`config.mk`:
```
export PLATFORM = sky130hd
export DESIGN_NAME = input_event_arbiter
export DESIGN_NICKNAME = d
export VERILOG_FILES = /design/src/rtl/vending_pkg.sv /design/src/rtl/input_sync_edge.sv /design/src/rtl/input_event_arbiter.sv
export SDC_FILE = /design/constraint.sdc
export NUM_CORES = 1
export LEC_CHECK = 0
export ABC_AREA = 1
export CAP_MARGIN = 20
export CORE_ASPECT_RATIO = 0.75
export CORE_MARGIN = 10
export CORE_UTILIZATION = 45
export DETAILED_ROUTE_END_ITERATION = 8
export GPL_ROUTABILITY_DRIVEN = 0
export PLACE_DENSITY = 0.69
export REMOVE_ABC_BUFFERS = 1
export SYNTH_ARGS = -nofsm -noshare
export SYNTH_HDL_FRONTEND = slang
export SYNTH_SLANG_ARGS = --single-unit
```
`constraint.sdc`:
```
create_clock -name clk_i -period 5.7 [get_ports clk_i]
set_clock_uncertainty 0.15 [all_clocks]
set_input_delay 1.14 -clock clk_i [delete_from_list [all_inputs] [get_ports clk_i]]
set_output_delay 1.14 -clock clk_i [all_outputs]
set_load 0.005 [all_outputs]
```
`src/rtl/vending_pkg.sv`:
```
// Shared types and the round-robin winner search for the vending input arbiter.
package vending_pkg;

   typedef enum logic {ST_IDLE, ST_OFFER} arb_state_t;

   localparam int MAX_INPUTS = 16;
   localparam int MAX_IDX_W  = 4;

   // Scans ptr+1 .. ptr modulo n; returns ptr unchanged when req is empty.
   function automatic logic [MAX_IDX_W-1:0] rr_pick(input logic [MAX_INPUTS-1:0] req,
                                                    input logic [MAX_IDX_W-1:0]  ptr,
                                                    input int                    n);
      logic [MAX_IDX_W-1:0] win;
      logic [MAX_IDX_W:0]   idx;
      logic                 found;
      win   = ptr;
      found = 1'b0;
      for (int k = 1; k <= MAX_INPUTS; k++) begin
         idx = 5'(int'(ptr) + k);
         if (idx >= 5'(n)) begin
            idx = idx - 5'(n);
         end
         if (!found && (k <= n) && req[idx[MAX_IDX_W-1:0]]) begin
            win   = idx[MAX_IDX_W-1:0];
            found = 1'b1;
         end
      end
      return win;
   endfunction

endpackage

```
`src/rtl/input_sync_edge.sv`:
```
// Multi-flop synchroniser for one raw level input with an arm-gated rising-edge pulse.
module input_sync_edge #(
   parameter int SYNC_STAGES = 2
) (
   input  logic clk_i,
   input  logic rst_i,
   input  logic arm_i,
   input  logic sig_i,
   output logic edge_o
);

   logic [SYNC_STAGES-1:0] sync_q;
   logic [SYNC_STAGES-1:0] sync_d;
   logic                   prev_q;

   assign sync_d = {sync_q[SYNC_STAGES-2:0], sig_i};

   // prev keeps following the synchronised level while disarmed, so a level
   // already high at arm time never looks like a fresh edge.
   always_ff @(posedge clk_i or posedge rst_i) begin
      if (rst_i) begin
         sync_q <= '0;
         prev_q <= 1'b0;
      end else begin
         sync_q <= sync_d;
         prev_q <= sync_q[SYNC_STAGES-1];
      end
   end

   assign edge_o = arm_i & sync_q[SYNC_STAGES-1] & ~prev_q;

endmodule

```
`src/rtl/input_event_arbiter.sv`:
```
// Coin/button front end: synchronise, detect edges, latch pending events and
// round-robin them onto a single valid/ready stream with per-input overrun flags.
module input_event_arbiter
   import vending_pkg::*;
#(
   parameter  int N_INPUTS    = 4,
   parameter  int SYNC_STAGES = 2,
   localparam int IDX_W       = $clog2(N_INPUTS)
) (
   input  logic                clk_i,
   input  logic                rst_i,
   input  logic [N_INPUTS-1:0] sig_i,
   output logic                evt_valid_o,
   input  logic                evt_ready_i,
   output logic [IDX_W-1:0]    evt_idx_o,
   output logic [N_INPUTS-1:0] pending_o,
   output logic [N_INPUTS-1:0] overflow_o,
   input  logic                ovf_clr_i
);

   localparam int ARM_CYCLES = SYNC_STAGES + 1;
   localparam int ARM_W      = $clog2(ARM_CYCLES + 1);

   logic [ARM_W-1:0]    arm_cnt_q, arm_cnt_d;
   logic                arm;
   logic [N_INPUTS-1:0] edge_vec;
   logic [N_INPUTS-1:0] clr_vec;
   logic [N_INPUTS-1:0] pending_q, pending_d;
   logic [N_INPUTS-1:0] overflow_q, overflow_d;
   logic [IDX_W-1:0]    ptr_q, idx_q, grant_idx;
   arb_state_t          state_q, state_d;
   logic                any_pending;
   logic                load_en;

   assign arm       = (arm_cnt_q == ARM_W'(ARM_CYCLES));
   assign arm_cnt_d = arm ? arm_cnt_q : arm_cnt_q + ARM_W'(1);

   assign any_pending = |pending_q;
   assign grant_idx   = IDX_W'(rr_pick(MAX_INPUTS'(pending_q), MAX_IDX_W'(ptr_q), N_INPUTS));

   // A new edge on the input being granted is a fresh event, so set beats clear.
   for (genvar gi = 0; gi < N_INPUTS; gi++) begin : g_in
      input_sync_edge #(
         .SYNC_STAGES (SYNC_STAGES)
      ) u_sync (
         .clk_i  (clk_i),
         .rst_i  (rst_i),
         .arm_i  (arm),
         .sig_i  (sig_i[gi]),
         .edge_o (edge_vec[gi])
      );

      assign clr_vec[gi]    = load_en && (grant_idx == IDX_W'(gi));
      assign pending_d[gi]  = edge_vec[gi] | (pending_q[gi] & ~clr_vec[gi]);
      assign overflow_d[gi] = (edge_vec[gi] & pending_q[gi] & ~clr_vec[gi])
                            | (overflow_q[gi] & ~ovf_clr_i);
   end

   always_ff @(posedge clk_i or posedge rst_i) begin
      if (rst_i) begin
         state_q <= ST_IDLE;
      end else begin
         state_q <= state_d;
      end
   end

   always_comb begin
      state_d = state_q;
      case (state_q)
         ST_IDLE:  if (any_pending) state_d = ST_OFFER;
         ST_OFFER: if (evt_ready_i && !any_pending) state_d = ST_IDLE;
         default:  state_d = ST_IDLE;
      endcase
   end

   always_comb begin
      load_en = 1'b0;
      case (state_q)
         ST_IDLE:  load_en = any_pending;
         ST_OFFER: load_en = evt_ready_i && any_pending;
         default:  load_en = 1'b0;
      endcase
   end

   always_ff @(posedge clk_i or posedge rst_i) begin
      if (rst_i) begin
         arm_cnt_q  <= '0;
         pending_q  <= '0;
         overflow_q <= '0;
         ptr_q      <= IDX_W'(N_INPUTS - 1);
         idx_q      <= '0;
      end else begin
         arm_cnt_q  <= arm_cnt_d;
         pending_q  <= pending_d;
         overflow_q <= overflow_d;
         if (load_en) begin
            ptr_q <= grant_idx;
            idx_q <= grant_idx;
         end
      end
   end

   assign evt_valid_o = (state_q == ST_OFFER);
   assign evt_idx_o   = idx_q;
   assign pending_o   = pending_q;
   assign overflow_o  = overflow_q;

endmodule

```
==> results_dict.tcl <==
set metrics [dict create \
    status "finished, final reports clean" \
    post-cts-setup-buffers 0 \
    synth.area.top_cells "dfrtp_1 51%, nand2_1 14%, ha_1 6.1%" \
    dr.pass1.iters 4 \
    cts_buffer_depth 2 \
    synth_warnings 0 \
    ant_nets 0 \
    path_cells "clkdlybuf4s50_1" \
    yosysTopAreaCell "dfrtp_1" \
    die_w_um 80.15 \
    synth_cell_type_count 18 \
    grt.total_usage_pct 9.841 \
    grt_pass1_wl_mm 4.257 \
    final_cell_mix "45 x nand2_1, 25 x dfrtp_1, 18 x clkdlybuf4s50_1" \
    slew_viol_final 0 \
    setup-tns-final_ns 0 \
    routed_wirelength_mm 2.323 \
    antenna_found_initial 0 \
    grt_pass1_vias 950 \
    grt_max_degree 28 \
    setup_viol 0 \
    portBuffers 18 \
    placementRows 16 \
    core_area_um2 2603 \
    hold_viol_final 0 \
    pin_count 19 \
    maxCapViolations 0 \
    synth.top_cell.area_share_pct 51.23 \
    crit_family "buffers and inverters" \
    die_area_um2 5219 \
    hold_ws_ns 0.2186 \
    cts_resized 0 \
    powerDensity_nw_per_um2 548.0 \
    dpl_worst_slack_ns 3.037 \
    htreeDepth 1 \
    post-route-drc-count 0 \
    areaGrowthSynthToFinish_pct 21.00 \
    yosysSeqAreaShare_pct 55.53 \
    drive_gt1_share_pct 12.10 \
    p_leak_nw 0.7613 \
    hold_path.class "flip-flop to flip-flop" \
    vdd_ir_drop_max_mv 0.2244 \
    max_slew_margin_pct 34.69 \
    cts_made_buffers 3 \
    arrival_ns 1.34 \
    setup_ws_ns 3.071 \
    synth.ff_latch_count 27 \
    dpl.hpwl_mm 1.836 \
    path_clk_slew_ns 0.15 \
    syn_area_per_cell_um2 9.046 \
    critical_path_buf_inv_count 1 \
    fp.dieH_um 65.12 \
    setup.worst_path.end_class "output port" \
    cts_hold_buf 0 \
    critPathRequiredTime_ns 4.41 \
    routedWlPerCell_um 12.04 \
    syn_area_um2 1221 \
    slowest_stage "clkdlybuf4s50_1" \
    r2r_setup_slack_ns 3.36 \
    crit_fanout 5 \
    fin_area_um2 1478 \
    layout_min_cycle_time_ns 2.629 \
    final_common_cell "nand2_1" \
    cpPeakStageDelay_ns 0.54 \
    rsz0062_at_grt "false" \
    antennaDiodeCount 0 \
    clock_sinks 27 \
    clock_latency_ns 0.32 \
    tritoncts "built" \
    viasPerCell 4.694 \
    vias 906 \
    post-route-period-util_pct 46.11 \
    nets 172 \
    start_util_pct 46.92 \
    grt_overflow 0 \
    max_freq_mhz 380.4 \
    worstSetupStartpointType "flip-flop" \
    synth_cells 135 \
    tightest_slew_ns 0.9786 \
    path_class "flip-flop to output port" \
    placed_area_um2 1446 \
    root_buffer "clkbuf_4" \
    drtIter0Drc 48 \
]
[path summary, 6_finish.rpt]
check	startpoint	end	depth (start not counted)
setup reg to reg	ptr_q[0]$_DFFE_PP1P_	overflow_o[2]$_DFF_PP0_	12
setup / recovery	pending_o[3]$_DFF_PP0_	pending_o[3]	1
max in group asynchronous	rst_i	overflow_o[0]$_DFF_PP0_	2
min in group asynchronous	rst_i	g_in[3].u_sync.sync_q[0]$_DFF_PP0_	2
hold reg to reg	g_in[2].u_sync.sync_q[0]$_DFF_PP0_	g_in[2].u_sync.sync_q[1]$_DFF_PP0_	0
hold / removal	g_in[2].u_sync.sync_q[0]$_DFF_PP0_	g_in[2].u_sync.sync_q[1]$_DFF_PP0_	0
[where the power goes]
group	internal, W	leakage, nW	switching, W
clock	0.0000285	0.0183	0.0000568
sequential	0.000242	0.305	0.0000467
combinational	0.000174	0.438	0.000262
[per-stage QoR]
stage	util (%)	total power, W	std cells
CTS	56.78	0.0008172	193
global placement	55.58	0.0007162	189
global route	56.78	0.0008998	193
detailed placement	55.58	0.0007292	189
finish	56.78	0.0008097	193
floorplan	-	0.0005837	135
[flip-flops by register name, indices dropped and copies added (netlist names)]
signal,flops
g_in.u_sync.sync_q,8
g_in.u_sync.prev_q,4
overflow_o,4
pending_o,4
arm_cnt_q,2
evt_idx_o,2
ptr_q,2
evt_valid_o,1
[cell type report]
class	count	area, um2
fillers	239	1125
flip-flops and latches	27	678.2
multi-input cells	89	471.7
repair buffers	18	180.2
inverters	19	71.32
well taps	36	45.04
clock buffers	3	22.52
clock inverters	1	8.758
[routing by layer]
layer / vias up / track usage [%] / routed length (um)
met2: 18 / 15.70 / 1021
met4: 0 / 3.289 / 20
li1: 462 / - / -
met1: 424 / 12.48 / 1144
met3: 2 / 2.853 / 136
met5: - / 0 / 0
[cells by family (layout without fill, tap and decap cells)]
| logic type | after synthesis | in the layout | share of synthesized area, % |
|---|---|---|---|
| AND/OR/NAND/NOR | 77 | 77 | 29.20 |
| XOR/XNOR | 1 | 1 | 0.7173 |
| buffers and inverters | 19 | 41 | 5.840 |
| multiplexers | 1 | 1 | 0.9221 |
| flip-flops | 27 | 27 | 55.53 |
| adder cells (fa/ha/maj) | 6 | 6 | 6.147 |
| AO/OA/AOI/OAI | 4 | 4 | 1.639 |
[Yosys cell counts]
cell type  number
nand2_1        45
dfrtp_1        25
inv_1          16
nor2_1         10
ha_1            6
nand3_1         6
nand2_2         4
nand3_2         4
nand3b_1        4
inv_2           3
o21ai_0         3
dfstp_2         2
nand4_1         2
a21oi_1         1
mux2_2          1
nor2_2          1
nor4_1          1
xnor2_1         1
Note: power is estimated with default switching activity, not from simulation.
